===== src/rtl/fetch_if.sv =====
// Instruction-memory request/ready bus between the fetch stage (master) and imem (slave).
interface fetch_if;
  logic        imem_req;
  logic [31:0] imem_addr;
  logic        imem_ready;
  logic [31:0] imem_rdata;

  modport master (
    output imem_req,
    output imem_addr,
    input  imem_ready,
    input  imem_rdata
  );

  modport slave (
    input  imem_req,
    input  imem_addr,
    output imem_ready,
    output imem_rdata
  );
endinterface


===== src/rtl/fetch.sv =====
// MIPS instruction-fetch stage: PC register, next-PC selection, imem handshake and F->D register.
// Wrong-path fetches still in flight on a redirect are drained in DROP before the new PC is issued.
module fetch #(
  parameter logic [31:0] RESET_PC  = 32'h0000_0000,
  parameter logic [31:0] NOP_INSTR = 32'h0000_0000
) (
  input  logic        clk_i,
  input  logic        rst_i,
  input  logic        stall_f_i,
  input  logic        stall_d_i,
  input  logic        flush_d_i,
  input  logic        pc_src_d_i,
  input  logic [31:0] pc_branch_d_i,
  input  logic [2:0]  jump_d_i,
  input  logic [31:0] reg_jump_target_d_i,
  fetch_if.master     imem,
  output logic [31:0] pc_f_o,
  output logic [31:0] instr_d_o,
  output logic [31:0] pc_plus_4_d_o,
  output logic        valid_d_o
);

  localparam logic [0:0] RUN  = 1'b0;
  localparam logic [0:0] DROP = 1'b1;

  logic [0:0]  state_q, state_d;
  logic [31:0] pc_q, pc_d;
  logic [31:0] pend_q, pend_d;
  logic [31:0] instr_q, instr_d;
  logic [31:0] pcp4_q, pcp4_d;
  logic        valid_q, valid_d;

  logic        redirect;
  logic [31:0] target;
  logic [31:0] pc_plus_4;
  logic        unused_link;

  // jr/jalr beats j/jal beats a taken branch; low target bits are not forced to zero.
  function automatic logic [31:0] redirect_target(
    input logic [2:0]  jump,
    input logic [31:0] reg_target,
    input logic [31:0] pcp4_d,
    input logic [31:0] instr_d,
    input logic [31:0] branch_target
  );
    if (jump[1])      return reg_target;
    else if (jump[0]) return {pcp4_d[31:28], instr_d[25:0], 2'b00};
    else              return branch_target;
  endfunction

  assign unused_link = jump_d_i[2];

  assign redirect  = ~stall_d_i & (pc_src_d_i | jump_d_i[0] | jump_d_i[1]);
  assign target    = redirect_target(jump_d_i, reg_jump_target_d_i, pcp4_q,
                                     instr_q, pc_branch_d_i);
  assign pc_plus_4 = pc_q + 32'd4;

  assign imem.imem_req  = ~rst_i;
  assign imem.imem_addr = pc_q;
  assign pc_f_o         = pc_q;
  assign instr_d_o      = instr_q;
  assign pc_plus_4_d_o  = pcp4_q;
  assign valid_d_o      = valid_q;

  always_comb begin
    state_d = state_q;
    pc_d    = pc_q;
    pend_d  = pend_q;
    instr_d = NOP_INSTR;
    pcp4_d  = 32'h0;
    valid_d = 1'b0;

    if (redirect) begin
      // The F->D word belongs to the wrong path; a request still waiting must finish first.
      if (imem.imem_ready) begin
        pc_d    = target;
        state_d = RUN;
      end else begin
        pend_d  = target;
        state_d = DROP;
      end
    end else begin
      case (state_q)
        RUN: begin
          if (imem.imem_ready && !stall_f_i) pc_d = pc_plus_4;
        end
        DROP: begin
          if (imem.imem_ready) begin
            pc_d    = pend_q;
            state_d = RUN;
          end
        end
        default: state_d = RUN;
      endcase

      if (stall_d_i) begin
        instr_d = instr_q;
        pcp4_d  = pcp4_q;
        valid_d = valid_q;
      end else if (flush_d_i) begin
        instr_d = NOP_INSTR;
      end else if (state_q == RUN && imem.imem_ready && !stall_f_i) begin
        instr_d = imem.imem_rdata;
        pcp4_d  = pc_plus_4;
        valid_d = 1'b1;
      end
    end
  end

  always_ff @(posedge clk_i) begin
    if (rst_i) begin
      state_q <= RUN;
      pc_q    <= RESET_PC;
      pend_q  <= RESET_PC;
      instr_q <= NOP_INSTR;
      pcp4_q  <= 32'h0;
      valid_q <= 1'b0;
    end else begin
      state_q <= state_d;
      pc_q    <= pc_d;
      pend_q  <= pend_d;
      instr_q <= instr_d;
      pcp4_q  <= pcp4_d;
      valid_q <= valid_d;
    end
  end

endmodule


===== src/flat_wrapper.sv =====
// flat-port wrapper written by rule: the top's interface ports become plain ports
module fetch_flat 
#(
  parameter logic [31:0] RESET_PC  = 32'h0000_0000,
  parameter logic [31:0] NOP_INSTR = 32'h0000_0000
)
  (clk_i, rst_i, stall_f_i, stall_d_i, flush_d_i, pc_src_d_i, pc_branch_d_i, jump_d_i, reg_jump_target_d_i, pc_f_o, instr_d_o, pc_plus_4_d_o, valid_d_o, imem_imem_req, imem_imem_addr, imem_imem_ready, imem_imem_rdata);
  fetch_if imem_i ();
  input  logic clk_i;
  input  logic rst_i;
  input  logic stall_f_i;
  input  logic stall_d_i;
  input  logic flush_d_i;
  input  logic pc_src_d_i;
  input  logic [31:0] pc_branch_d_i;
  input  logic [2:0] jump_d_i;
  input  logic [31:0] reg_jump_target_d_i;
  output logic [31:0] pc_f_o;
  output logic [31:0] instr_d_o;
  output logic [31:0] pc_plus_4_d_o;
  output logic valid_d_o;
  output wire logic [$bits(imem_i.imem_req)-1:0] imem_imem_req;
  output wire logic [$bits(imem_i.imem_addr)-1:0] imem_imem_addr;
  input wire logic [$bits(imem_i.imem_ready)-1:0] imem_imem_ready;
  input wire logic [$bits(imem_i.imem_rdata)-1:0] imem_imem_rdata;
  assign imem_imem_req = imem_i.imem_req;
  assign imem_imem_addr = imem_i.imem_addr;
  assign imem_i.imem_ready = imem_imem_ready;
  assign imem_i.imem_rdata = imem_imem_rdata;
  fetch #(.RESET_PC(RESET_PC), .NOP_INSTR(NOP_INSTR)) u_core (.clk_i(clk_i), .rst_i(rst_i), .stall_f_i(stall_f_i), .stall_d_i(stall_d_i), .flush_d_i(flush_d_i), .pc_src_d_i(pc_src_d_i), .pc_branch_d_i(pc_branch_d_i), .jump_d_i(jump_d_i), .reg_jump_target_d_i(reg_jump_target_d_i), .imem(imem_i), .pc_f_o(pc_f_o), .instr_d_o(instr_d_o), .pc_plus_4_d_o(pc_plus_4_d_o), .valid_d_o(valid_d_o));
endmodule

===== config.mk =====
export PLATFORM = sky130hd
export DESIGN_NAME = fetch_flat
export DESIGN_NICKNAME = d
export VERILOG_FILES = /design/src/rtl/fetch_if.sv /design/src/rtl/fetch.sv /design/src/flat_wrapper.sv
export SDC_FILE = /design/constraint.sdc
export NUM_CORES = 1
export LEC_CHECK = 0
export CAP_MARGIN = 20
export CORE_MARGIN = 2
export CORE_UTILIZATION = 49
export DETAILED_ROUTE_END_ITERATION = 12
export GPL_TIMING_DRIVEN = 0
export PLACE_DENSITY = 0.92
export SYNTH_ARGS = -nofsm -noshare
export SYNTH_HDL_FRONTEND = slang
export SYNTH_SLANG_ARGS = --single-unit
export TNS_END_PERCENT = 10

===== constraint.sdc =====
create_clock -name clk_i -period 7 [get_ports clk_i]
set_clock_uncertainty 0.05 [all_clocks]
set_input_delay 1.4 -clock clk_i [delete_from_list [all_inputs] [get_ports clk_i]]
set_output_delay 1.4 -clock clk_i [all_outputs]
set_load 0.005 [all_outputs]

==> results of run 1 <==
==> placed cells by master (no fill, tap or decap), types with 7 or more instances in the layout <==
master | Yosys | final
clkdlybuf4s50_1 | 0 | 231
dfxtp_1 | 130 | 130
nand2_1 | 109 | 109
nor2_1 | 95 | 95
a21oi_1 | 59 | 59
clkbuf_1 | 51 | 52
o21ai_0 | 47 | 47
a22oi_1 | 46 | 46
mux2i_1 | 34 | 34
buf_4 | 32 | 32
nand3_1 | 24 | 24
clkbuf_16 | 0 | 17
mux2_2 | 14 | 14
a211oi_1 | 14 | 14
xnor2_1 | 14 | 14
nor3_1 | 13 | 13
xor2_1 | 13 | 13
inv_1 | 9 | 9
nand4_1 | 9 | 9
and3_1 | 8 | 8
nor4_1 | 7 | 7
o21a_1 | 7 | 7
clkinv_2 | 0 | 7
==> routing by layer <==
| layer | up-vias | wire length, um |
|---|---|---|
| met5 | - | 0 |
| met4 | 0 | 1160 |
| met3 | 124 | 3110 |
| met2 | 598 | 11200 |
| met1 | 3426 | 9390 |
| li1 | 3422 | - |
==> tightest hold or removal path: cells and delay by family (launching register included) <==
kind | cells | cell delay (ps)
AOI/OAI and AO/OA | 1 | 50
and+or+nand+nor | 1 | 40
DFF | 1 | 320
==> worst max path at each step <==
stage / end / slack (ps) / cells after the start
after floorplan: imem_imem_req / 3760 / 2
after global placement: imem_imem_req / 2300 / 4
after detailed placement: imem_imem_req / 2260 / 4
after CTS: imem_imem_req / 2270 / 4
after global routing: imem_imem_req / 2210 / 4
final: imem_imem_req / 2170 / 4
==> power breakdown <==
group / total (mW) / internal (mW) / switching (mW) / leakage (nW)
logic: 0.341 / 0.177 / 0.164 / 2.20
registers: 0.800 / 0.765 / 0.0349 / 1.06
clock network: 0.976 / 0.645 / 0.331 / 0.323
total: 2.12 / 1.59 / 0.530 / 3.57
==> sequential cells by signal, summed over array words and instances (netlist names) <==
name                   flops
u_core.instr_d_o          32
u_core.pc_plus_4_d_o      32
u_core.pend_q             32
u_core.valid_d_o           1
u_core.state_q             1
u_core.imem.imem_addr     32
==> synth_stat cells (4+ instances only) <==
cell / count / share of area
and3_1: 8 / 0.0075
a211o_1: 4 / 0.0053
a211oi_1: 14 / 0.016
xnor2_1: 14 / 0.018
o32ai_1: 4 / 0.0053
a2111oi_0: 4 / 0.0053
dfxtp_1: 130 / 0.39
buf_4: 32 / 0.036
a22oi_1: 46 / 0.052
o21ai_0: 47 / 0.035
nor2_1: 95 / 0.054
o221ai_1: 4 / 0.0053
or3_1: 6 / 0.0056
nor4_1: 7 / 0.0066
buf_2: 6 / 0.0045
mux2i_1: 34 / 0.051
nand2_1: 109 / 0.061
mux2_2: 14 / 0.024
buf_1: 5 / 0.0028
nor3_1: 13 / 0.0098
nand2b_1: 6 / 0.0056
nand3_1: 24 / 0.018
a21oi_1: 59 / 0.044
o31ai_1: 4 / 0.0045
o21a_1: 7 / 0.0079
nand4_1: 9 / 0.0085
xor2_1: 13 / 0.017
clkbuf_1: 51 / 0.029
o21ai_1: 4 / 0.0030
inv_1: 9 / 0.0051
o211ai_1: 5 / 0.0056
==> through the flow <==
stage                     setup WS, ps  power, mW  instance area (um^2)  instances   util
final                             2170       2.12                  9840       1268  0.743
after global routing              2210       2.17                  9840       1268  0.743
after CTS                         2270       2.10                  9830       1267  0.743
after detailed placement          2260       1.14                  9190       1235  0.694
after global placement            2300       1.14                  9190       1234  0.694
after floorplan                   3760      0.965                  6660        827      -
==> layout make-up <==
| class | count | area [um^2] | area share |
|---|---|---|---|
| clock inverters | 12 | 185 | 0.0188 |
| multi-input cells | 594 | 3540 | 0.360 |
| flip-flops and latches | 130 | 2600 | 0.265 |
| inverters | 9 | 33.8 | 0.00343 |
| plain buffers | 94 | 480 | 0.0488 |
| clock buffers | 20 | 457 | 0.0464 |
| diodes | 1 | 2.50 | 0.000254 |
| repair buffers | 232 | 2320 | 0.235 |
| well taps | 176 | 220 | 0.0224 |
==> cells by family (layout without fill, tap and decap cells) <==
family,after synthesis,count (layout),share of synthesized area
AOI/OAI and AO/OA,225,225,0.219
other,0,1,0
muxes,48,48,0.0748
buffers and inverters,103,367,0.0773
DFF,130,130,0.391
adders and majority gates,1,1,0.00188
and+or+nand+nor,293,293,0.200
xor gates and xnor gates,27,27,0.0355
==> impl_metrics.toml, run 1 <==
[detailed_routing]
post_drt_wl_per_cell_um = 19.6
via_count = 7570
avgViaCountPerCell = 5.97
wl_um = 24800
drt-pass1-iter-count = 8
drc = 0
antenna_left = 0
drt_iter0_markers = 835

[synthesis]
synthesis.area_um2 = 6660
ys_seq_area_frac = 0.391
synth-seq-cells = 130
synth_edf_count = 0
yosys_most_used_dff = "dfxtp_1"
yosys_warnings = 0
synth.distinct_cells = 56
synth_nets = 934
syn-mean-instance-area_um2 = 8.05
synthArstFlopShare = 0
synth_cells = 827

[placed_design]
portBuffers = 231
dp_hpwl_um = 18200
routabilityCongestion = 0.986

[critical_path]
reg2reg_slack_ps = 4030
critPathMaxStageDelay_ps = 620
worstPathRequired_ps = 5550
crit_path_start_kind = "input port"
arrival_ps = 3380
crit_path_frequent_cell = "clkdlybuf4s50_1"
regToRegEndpoint = "u_core.imem.imem_addr[20]$_SDFFE_PP0P_"
crit_path_top_delay_cell = "clkdlybuf4s50_1"
cpLargestDelayFamily = "buffers and inverters"
crit_type = "input port to output port"
end_kind = "output port"
cp-startpoint = "rst_i"
crit_chain = "clkdlybuf4s50_1, inv_1, clkbuf_1, clkdlybuf4s50_1"
r2r_start = "u_core.imem.imem_addr[2]$_SDFFE_PP0P_"
reg2regPathDepth = 6
path_buf_inv = 4
crit_path_max_fanout = 10

[outcome]
outcome = "finished, final reports clean"

[clock_tree]
numCtsBuffers = 17
holdBufCountCts = 0
post_cts.repair.setup_buffers = 0
tritoncts = "done"
clockRootBuffer = "clkbuf_16"
cts_buffer_depth = 2
clk_pin_slew_ps = 50
worstSkewPairLatency_ps = 430
htree_num_levels = 4
cts-resized-gates = 0
cts.sinks = 130

[global_route]
grtUsageTotal = 0.338
grt_pass1_wl_um = 38000
gr-total-overflow = 0
grtUsageMet3 = 0.116
grt_busiest_layer = "met2"
use_met1 = 0.401
grt_pass1_vias = 7308
grtUsageMet2 = 0.524
grt_max_degree = 17
antenna_found_initial = 1

[timing]
max_slew_margin = 0.292
tightest_slew_ps = 1060
fin_crit_sh = 0.689
fmax_mhz = 207
report.final.slew_viol_count = 0
rsz0062_at_grt = "no"
hold_viol = 0
setup_viol = 0
whs_ps = 398
tns_ps = 0
fin_crit_ps = 4830

[final_layout]
fillCellCount = 978
syn_to_final_growth_pct = 47.8
drive_gt1_frac = 0.0825
final_nets = 1185

[min_path]
holdCritPathClass = "flip-flop to flip-flop"
hold_depth = 2
hold_end = "u_core.pc_plus_4_d_o[25]$_SDFFE_PP0N_"
hp-start = "u_core.pc_plus_4_d_o[25]$_SDFFE_PP0N_"

[pwr]
power_density_nw_per_um2 = 215
leakage_nw = 3.57
ir_drop_mv = 0.155

[die]
ioPinCount = 236
chipHeight_um = 121
core-area_um2 = 13200
start_util = 0.503
row_count = 42
dieArea_um2 = 14500
die_w_um = 121

[job]
cap_violations = 0
Power figures use the tool's default switching activity.
==> run 2: changes to the inputs <==
- CORE_UTILIZATION: 49 -> 46
- PLACE_DENSITY: 0.92 -> 0.88
- clock period: 7 -> 4.66 ns (I/O delays scaled with it)
==> impl_metrics.toml, run 2 (synthesis gave the netlist of run 1 again) <==
[timing]
hold_viol = 0
tns_ps = 0
max_slew_margin = 0.167
worst_slack_ps = 734
fin_crit_sh = 0.842
whs_ps = 396
tightest_slew_ps = 1220
report.final.slew_viol_count = 0
fin_crit_ps = 3930
rsz0062_at_grt = "no"
fmax_mhz = 255
setup_viol = 0

[job]
cap_violations = 0

[min_path]
holdCritPathClass = "flip-flop to flip-flop"
hp-start = "u_core.pc_plus_4_d_o[23]$_SDFFE_PP0N_"

[clock_tree]
numCtsBuffers = 17
worstSkewPairLatency_ps = 430
post_cts.repair.setup_buffers = 0
cts_buffer_depth = 2
cts-resized-gates = 0
tritoncts = "done"
htree_num_levels = 4
holdBufCountCts = 0
clockRootBuffer = "clkbuf_16"
clk_pin_slew_ps = 50
cts.sinks = 130

[final_layout]
final_core_util = 0.697
drive_gt1_frac = 0.0817
final_cell_mix = "clkdlybuf4s50_1 (231), dfxtp_1 (130), nand2_1 (109)"
final_common_cell = "clkdlybuf4s50_1"
num_antenna_cells = 0
final_nets = 1184
syn_to_final_growth_pct = 46.5

[pwr]
leakage_nw = 3.53
finalPower_mw = 2.99
power_density_nw_per_um2 = 306
ir_drop_mv = 0.272

[global_route]
grtUsageTotal = 0.318
grt_pass1_wl_um = 39200
grt_pass1_vias = 7192
grt_max_degree = 17
antenna_found_initial = 0
gr-total-overflow = 0

[critical_path]
end_kind = "output port"
r2r_start = "u_core.imem.imem_addr[2]$_SDFFE_PP0P_"
crit_chain = "clkdlybuf4s50_1, inv_1, clkbuf_1, clkdlybuf4s50_1"
crit_path_top_delay_cell = "clkdlybuf4s50_1"
crit_type = "input port to output port"
arrival_ps = 2940
crit_path_start_kind = "input port"
cp-startpoint = "rst_i"
worstPathRequired_ps = 3680
crit_path_frequent_cell = "clkdlybuf4s50_1"
critPathMaxStageDelay_ps = 630
crit_path_max_fanout = 10

[outcome]
outcome = "finished, final reports clean"

[detailed_routing]
drt-pass1-iter-count = 6
via_count = 7421
wl_um = 24800
drc = 0
avgViaCountPerCell = 5.84
antenna_left = 0
drt_iter0_markers = 673
post_drt_wl_per_cell_um = 19.6

[placed_design]
portBuffers = 231
routabilityCongestion = 0.946
place_ws_ps = 820
dp_hpwl_um = 18400

[die]
core-area_um2 = 14000
chipHeight_um = 124
start_util = 0.476
dieArea_um2 = 15400
row_count = 43
die_w_um = 124
ioPinCount = 236
## run 2: cell count changes in the layout (fill, tap and decap cells not counted)
cell	before	now
buf_1	6	5
bufinv_16	5	1
clkbuf_1	52	53
clkbuf_8	2	3
clkinv_2	7	6
clkinv_4	0	1
clkinvlp_4	0	2
diode_2	1	0
## run 2: routing by layer
metal	track usage	wire, um	vias to the layer above
met4	0.163	1080	0
met3	0.0842	2780	87
met5	0	0	-
li1	-	-	3431
met1	0.400	9700	3418
met2	0.500	11300	485
## run 2: report_power, final
group / switching (mW) / internal (mW) / total [mW]
clock: 0.509 / 0.770 / 1.28
sequential: 0.0519 / 1.15 / 1.20
combinational: 0.243 / 0.266 / 0.509
total: 0.803 / 2.18 / 2.99
## run 2: critical path, delay by kind of cell
kind	cells	cell delay, ps
buffers and inverters	4	2000
## run 2: area by class of cell
cell class	count	area, um^2
clock buffer	22	474
timing repair buffer	231	2310
clock inverter	10	83.8
inverter	9	33.8
tap	180	225
fill	1135	4240
buffer	94	480
sequential	130	2600
multi-input combinational	594	3540
## run 2: per-stage QoR
stage	cell area (um^2)	std cells
CTS	9750	1270
finish	9750	1270
global route	9750	1270
detailed placement	9190	1238
global placement	9190	1238
floorplan	6660	827
## run 2: worst paths after layout
path	endpoint	slack, ps	cells after the start
max	imem_imem_req	730	4
min	u_core.pc_plus_4_d_o[23]$_SDFFE_PP0N_	400	2
max reg2reg	u_core.imem.imem_addr[22]$_SDFFE_PP0P_	1830	6
min reg2reg	u_core.pc_plus_4_d_o[23]$_SDFFE_PP0N_	400	2
